--- src/rtl/adders_pkg.sv ---
// Shared constants for the nibble-serial adder: nibble width, controller
// state encodings and the index-width helper.
package adders_pkg;

  localparam int NIBBLE_W = 4;

  typedef logic [1:0] state_t;

  localparam state_t ST_IDLE = 2'd0;
  localparam state_t ST_ADD  = 2'd1;
  localparam state_t ST_DONE = 2'd2;

  // A single-nibble configuration still needs a one-bit index register.
  function automatic int idx_w(input int nibbles);
    return (nibbles > 1) ? $clog2(nibbles) : 1;
  endfunction

endpackage

--- src/rtl/ripple_adder_4bit.sv ---
// One 4-bit ripple-carry adder; the shared nibble datapath of the serial adder.
module ripple_adder_4bit (
  output logic [3:0] Sum,
  output logic       Cout,
  input  logic [3:0] A,
  input  logic [3:0] B,
  input  logic       Cin
);

  logic c1, c2, c3;

  assign Sum[0] = A[0] ^ B[0] ^ Cin;
  assign c1     = (A[0] & B[0]) | (Cin & (A[0] ^ B[0]));
  assign Sum[1] = A[1] ^ B[1] ^ c1;
  assign c2     = (A[1] & B[1]) | (c1 & (A[1] ^ B[1]));
  assign Sum[2] = A[2] ^ B[2] ^ c2;
  assign c3     = (A[2] & B[2]) | (c2 & (A[2] ^ B[2]));
  assign Sum[3] = A[3] ^ B[3] ^ c3;
  assign Cout   = (A[3] & B[3]) | (c3 & (A[3] ^ B[3]));

endmodule

--- src/rtl/nibble_serial_adder_ctrl.sv ---
// Serial add/subtract controller: one nibble per clock through a shared 4-bit
// ripple adder, LS nibble first, with valid/ready start and result handshakes.
module nibble_serial_adder_ctrl
  import adders_pkg::*;
#(
  parameter int NIBBLES = 4
) (
  input  logic                      clk,
  input  logic                      rst,
  input  logic                      start_valid,
  output logic                      start_ready,
  input  logic [NIBBLE_W*NIBBLES-1:0] a,
  input  logic [NIBBLE_W*NIBBLES-1:0] b,
  input  logic                      cin,
  input  logic                      sub,
  output logic                      res_valid,
  input  logic                      res_ready,
  output logic [NIBBLE_W*NIBBLES-1:0] sum,
  output logic                      cout,
  output logic                      ovf,
  output logic                      busy
);

  localparam int W     = NIBBLE_W * NIBBLES;
  localparam int IDX_W = idx_w(NIBBLES);
  localparam logic [IDX_W-1:0] LAST_IDX = IDX_W'(NIBBLES - 1);

  state_t              state;
  logic [W-1:0]        a_reg;
  logic [W-1:0]        b_reg;
  logic                carry_reg;
  logic [IDX_W-1:0]    idx;
  logic [NIBBLE_W-1:0] a_nib;
  logic [NIBBLE_W-1:0] b_nib;
  logic [NIBBLE_W-1:0] add_sum;
  logic                add_cout;

  assign start_ready = (state == ST_IDLE);
  assign res_valid   = (state == ST_DONE);
  assign busy        = (state != ST_IDLE);

  assign a_nib = a_reg[idx*NIBBLE_W +: NIBBLE_W];
  assign b_nib = b_reg[idx*NIBBLE_W +: NIBBLE_W];

  ripple_adder_4bit u_adder (
    .Sum  (add_sum),
    .Cout (add_cout),
    .A    (a_nib),
    .B    (b_nib),
    .Cin  (carry_reg)
  );

  always_ff @(posedge clk or posedge rst) begin
    if (rst) begin
      state     <= ST_IDLE;
      a_reg     <= '0;
      b_reg     <= '0;
      carry_reg <= 1'b0;
      idx       <= '0;
      sum       <= '0;
      cout      <= 1'b0;
      ovf       <= 1'b0;
    end else begin
      case (state)
        ST_IDLE: begin
          if (start_valid) begin
            // Subtract is a + ~b + 1, so the inverted operand and forced carry are captured here.
            a_reg     <= a;
            b_reg     <= sub ? ~b : b;
            carry_reg <= sub ? 1'b1 : cin;
            idx       <= '0;
            sum       <= '0;
            state     <= ST_ADD;
          end
        end
        ST_ADD: begin
          sum[idx*NIBBLE_W +: NIBBLE_W] <= add_sum;
          carry_reg <= add_cout;
          if (idx == LAST_IDX) begin
            idx   <= '0;
            cout  <= add_cout;
            ovf   <= (a_reg[W-1] == b_reg[W-1]) && (add_sum[NIBBLE_W-1] != a_reg[W-1]);
            state <= ST_DONE;
          end else begin
            idx <= idx + 1'b1;
          end
        end
        ST_DONE: begin
          if (res_ready) state <= ST_IDLE;
        end
        default: state <= ST_IDLE;
      endcase
    end
  end

endmodule

--- config.mk ---
export PLATFORM = sky130hd
export DESIGN_NAME = nibble_serial_adder_ctrl
export DESIGN_NICKNAME = d
export VERILOG_FILES = /design/src/rtl/adders_pkg.sv /design/src/rtl/ripple_adder_4bit.sv /design/src/rtl/nibble_serial_adder_ctrl.sv
export SDC_FILE = /design/constraint.sdc
export NUM_CORES = 1
export LEC_CHECK = 0
export CORE_ASPECT_RATIO = 1.25
export CORE_MARGIN = 2
export CORE_UTILIZATION = 35
export DETAILED_ROUTE_END_ITERATION = 10
export GPL_TIMING_DRIVEN = 0
export PLACE_DENSITY = 0.65
export SLEW_MARGIN = 20
export SYNTH_ARGS = -nofsm -noshare
export SYNTH_HDL_FRONTEND = slang
export SYNTH_HIERARCHICAL = 1
export SYNTH_SLANG_ARGS = --single-unit
--- constraint.sdc ---
create_clock -name clk -period 4.8 [get_ports clk]
set_clock_uncertainty 0.2 [all_clocks]
set_input_delay 0.96 -clock clk [delete_from_list [all_inputs] [get_ports clk]]
set_output_delay 0.96 -clock clk [all_outputs]
set_load 0.03 [all_outputs]
---- Word-level counts from Yosys, hierarchy flattened ----
Cells that the tools add are included.
storage, ports and cells
  register bits ........................... 55
  logic and storage cells ................. 65
  input port bits ......................... 38
operators by class
  bitwise operators ....................... 21
  reduce and logical (&&, ||, !) cells .... 8
  mux-type cells .......................... 14
  add/sub/neg operators ................... 2
  shifts and indexed selects .............. 4
  eq/ne operators ......................... 8
operators by type and width
  kind                     number
  $neg 4->34               1
  $shift 4x34->16 const A  1
  $shiftx 4x34->16         1
  $mux 16                  2
  $pmux 16 s2              1
  $shiftx 16x5->4          2
  $bwmux 16                1
  $not 16->16              1
  $mux 2                   5
  $and 1x1->1              8
  $xor 1x1->1              8
  $pmux 2 s3               1
  $reduce_and 2->1         3
  $eq 2x2->1 const B       2
  $ne 2x2->1 const B       2
  $or 1x1->1               4
  $pmux 2 s2               1
  $reduce_bool 2->1        2
  $reduce_and 3->1         1
  $add 2x1->2 const B      1
  $eq 2x1->1 const B       1
  $logic_not 2->1          1
  $mux 1                   2
  $ne 2x1->1 const B       1
  4 further kinds          4

---- Depth between registers and ports, before layout ----
  depth after elaboration ................. 12
  mapped depth ............................ 13
  gate-level depth less buffers ........... 12

---- Cells and area by module ----
The synthesis kept the hierarchy.
by module, submodules not included
  module                    area each (sq um)  seq. area each (sq um)  instances  cells an instance
  nibble_serial_adder_ctrl  2756.4             1376.3                  1          241
  ripple_adder_4bit         117.6              0.0                     1          14

---- Worst setup path after synthesis ----
Ideal clock, no wire load.
  kind .................................... reg-to-reg
  start ................................... register idx[0]
  end ..................................... register ovf
  setup slack ............................. 1305 ps
  stages on the path, launching flop included .. 14
  library setup time ...................... 83 ps
  period minus slack after synthesis ...... 3495 ps
  arrival time ............................ 3212 ps
  path through ............................ dfrtp_1 > buf_4 > mux4_2 > fa_1 > inv_1 > fa_1 > inv_1 > fa_1 > inv_1 > fa_1 > inv_1 > nor3b_1 > a21oi_1 > o21ai_0
between the ends
  cells in the longest elaborated chain, start to end .. 11
  elaborated cells on any way between the ends .. 20
  those cells by class .................... 2 x eq/ne; 2 x shift; 14 x bitwise; 2 x reduce/logical
RTL lines
  element                   line                            RTL
  start: declaration        nibble_serial_adder_ctrl.sv:32  logic [IDX_W-1:0] idx;
  start signal: assignment  nibble_serial_adder_ctrl.sv:85  idx <= idx + 1'b1;
  $shiftx 16x5->4 (*)       nibble_serial_adder_ctrl.sv:42  assign a_nib = a_reg[idx*NIBBLE_W +: NIBBLE_W];
  via a_nib[0]              nibble_serial_adder_ctrl.sv:33  logic [NIBBLE_W-1:0] a_nib;
  $xor 1x1->1               ripple_adder_4bit.sv:13         assign c1 = (A[0] & B[0]) | (Cin & (A[0] ^ B[0]));
  $and 1x1->1               ripple_adder_4bit.sv:13
  $or 1x1->1 (*)            ripple_adder_4bit.sv:13
  $and 1x1->1 (*)           ripple_adder_4bit.sv:15         assign c2 = (A[1] & B[1]) | (c1 & (A[1] ^ B[1]));
  $or 1x1->1 (*)            ripple_adder_4bit.sv:15
  $and 1x1->1 (*)           ripple_adder_4bit.sv:17         assign c3 = (A[2] & B[2]) | (c2 & (A[2] ^ B[2]));
  $or 1x1->1 (*)            ripple_adder_4bit.sv:17
  $xor 1x1->1 (*)           ripple_adder_4bit.sv:18         assign Sum[3] = A[3] ^ B[3] ^ c3;
  via add_sum[3]            nibble_serial_adder_ctrl.sv:35  logic [NIBBLE_W-1:0] add_sum;
  $ne 1x1->1 (*)            nibble_serial_adder_ctrl.sv:82  ovf <= (a_reg[W-1] == b_reg[W-1]) && (add_sum[NIBBLE_W-1] != a_reg[W-1]);
  $logic_and 1x1->1 (*)     nibble_serial_adder_ctrl.sv:82
  end signal: assignment    nibble_serial_adder_ctrl.sv:82
  end: declaration          nibble_serial_adder_ctrl.sv:20  output logic ovf,
The timed path passes the listed nets; every way through them passes the cells marked *.
A chain may end at the register's enable or synchronous reset.

---- Worst setup path in the final report ----
Same ends and word-level chain as after synthesis.

==> out/metrics.yaml <==
floorplanning:
  dieWidth_um: 85.1
  dieArea_um2: 8960
  coreArea_um2: 7880
  boundaryPins: 59
  fp.dieH_um: 105
  std_cell_rows: 36
  initial_core_util: 0.365
min_path:
  min_path_cells: 2
  holdCritPathClass: "flop to flop"
routing:
  antenna_left: 0
  wirelength_mm: 5.77
  vias: 1995
  firstDrtPassIters: 4
  drt-initial-drc-count: 67
  viasPerCell: 4.81
  wl_per_cell_um: 13.9
  drc_errors: 0
synthesis:
  ys.flop_type: "dfrtp_1"
  syn-num-nets: 303
  synth_area_leaders: "dfrtp_1 48%, nand2_1 9.4%, mux4_2 6.3%"
  yosysTopAreaCell: "dfrtp_1"
  synth_cell_types: 32
  synth_area_um2: 2870
  syn_inst: 255
  synthArstFlopShare: 1.00
  ys_ff_latch: 55
  yosys_warnings: 6
  synth_edf_count: 0
  yosysSeqAreaShare: 0.479
  syn_avg_cell_area_um2: 11.3
  synth_top_area_frac: 0.479
power_and_ir_drop:
  powerDensity_nw_per_um2: 678
  ir_worst_vdd_v: 0.000373
  p_total_w: 0.00249
  p_leak_nw: 1.65
cells_and_area:
  drive_above_1_share: 0.169
  seq_area_um2: 1380
  fillers: 716
  multiInputGateArea_um2: 1290
  n_antenna_cell: 0
  final_area_um2: 3670
  area_growth_pct: 27.7
  fin_nets: 367
sta:
  max-slew-margin-rel: 0.552
  fmax_mhz: 259
  finalHoldViolations: 0
  tightest_slew_ns: 0.672
  drv_slew: 0
  setup_viol: 0
  setup-tns-final_ns: 0
  rsz0062_at_grt: "no"
  finalCritPeriodShare: 0.803
  period_needed_ns: 3.86
  finalWorstSetupSlack_ns: 0.944
worst_setup_path:
  cp-start-kind: "flop"
  timing.rr.end: "ovf"
  r2r_slack_ns: 0.94
  cp-end-kind: "flop"
  r2r_cells: 13
  cp-startpoint: "idx[0]"
  worst_ep_arrival_time_ns: 3.88
  critPathKind: "flop to flop"
  cp-endpoint: "ovf"
  cp.required_ns: 4.83
  crit_fanout: 10
  reg2reg_from: "idx[0]"
place:
  pre_cts_ws_ns: 0.915
  dpl.hpwl_mm: 4.39
  place_area_um2: 3570
  port_buffers: 57
  place.gp.congestion: 0.766
cts:
  tritoncts: "done"
  postCtsResizedCells: 0
  clkTransAtPathRegs_ns: 0.10
  numCtsBuffers: 5
  clockBufferDepth: 2
  post-cts-setup-buffers: 0
  root_buffer: "clkbuf_8"
  hold_buffers: 0
  worstSkewPairLatency_ns: 0.30
  cts.sink_count: 55
  htree_num_levels: 2
status:
  outcome: "finished, final reports clean"
global_route:
  grt_max_degree: 56
  overflow: 0
  antenna_found_initial: 0
  grt_pass1_wl_mm: 9.60
  grt_pass1_vias: 2075
  grt_usage: 0.135
run:
  drv_cap: 0
[placed cells by master (no fill, tap or decap), drive strengths merged, types with 8 or more instances in the layout]
master,synthesis,final
inv,18,18
a22o,15,15
o21ai,22,22
clkdlybuf4s50,0,57
buf,13,13
xnor2,16,16
mux4,8,8
clkbuf,1,8
nand2,72,72
dfrtp,55,55
[metrics by stage]
step	hold slack [ns]	utilization	cells
detailed placement	0.262	0.452	407
finish	0.283	0.466	415
CTS	0.286	0.466	415
global route	0.305	0.466	415
global placement	0.255	0.452	407
floorplan	0.239	-	255
[worst min path at each step]
stage | from | to | slack (ns)
CTS | b_reg[11] | b_reg[11] | 0.29
global placement | a_reg[8] | a_reg[8] | 0.26
detailed placement | a_reg[13] | a_reg[13] | 0.26
floorplan | a_reg[10] | a_reg[10] | 0.24
finish | b_reg[11] | b_reg[11] | 0.28
global route | a_reg[2] | a_reg[2] | 0.31
[report_power, final]
part / internal [W] / switching, W
logic: 0.000609 / 0.000821
clock network: 0.000132 / 0.000149
registers: 0.000659 / 0.000118
total: 0.00140 / 0.00109
[cell usage after synthesis (all sizes together) (2+ instances only)]
cell type and count:
nand2 72, dfrtp 55, o21ai 22, inv 18, xnor2 16, a22o 15, buf 13, mux4 8
ha 6, a21o 4, fa 4, nand2b 4, nor4 4, nand3 3, nor3b 2
[kinds of logic after synthesis]
logic type | share of synthesized area
AND/OR/NAND/NOR | 0.159
flip-flops | 0.479
AO/OA/AOI/OAI | 0.126
buffers and inverters | 0.0710
XOR/XNOR | 0.0488
adder cells (fa/ha/maj) | 0.0540
multiplexers | 0.0627
[cell type report]
| type | count | area share |
|---|---|---|
| Buffer | 14 | 0.0372 |
| Inverter | 18 | 0.0191 |
| Timing Repair Buffer | 57 | 0.155 |
| Tap cell | 95 | 0.0324 |
| Clock inverter | 1 | 0.00205 |
| Sequential cell | 55 | 0.375 |
| Clock buffer | 7 | 0.0263 |
| Multi-Input combinational cell | 168 | 0.353 |
[layer usage]
layer  vias up  part of all wire  GRT usage  wire length (µm)
met1       968              0.43      0.158              2460
met3         8             0.037     0.0219               211
li1        978                 -          -                 -
met5         -                 0          0                 0
met4         0             0.016     0.0476                92
met2        41              0.52      0.246              3010
[critical path, stage by stage, from the launching register on]
cell     delay, ns
dfrtp_1       0.54
buf_4         0.31
mux4_2        0.56
fa_1          0.43
inv_1         0.08
fa_1          0.16
inv_1         0.05
fa_1          0.36
inv_1         0.08
fa_1          0.40
inv_1         0.19
nor3b_1       0.22
a21oi_1       0.06
o21ai_0       0.15
Power figures use the tool's default switching activity.
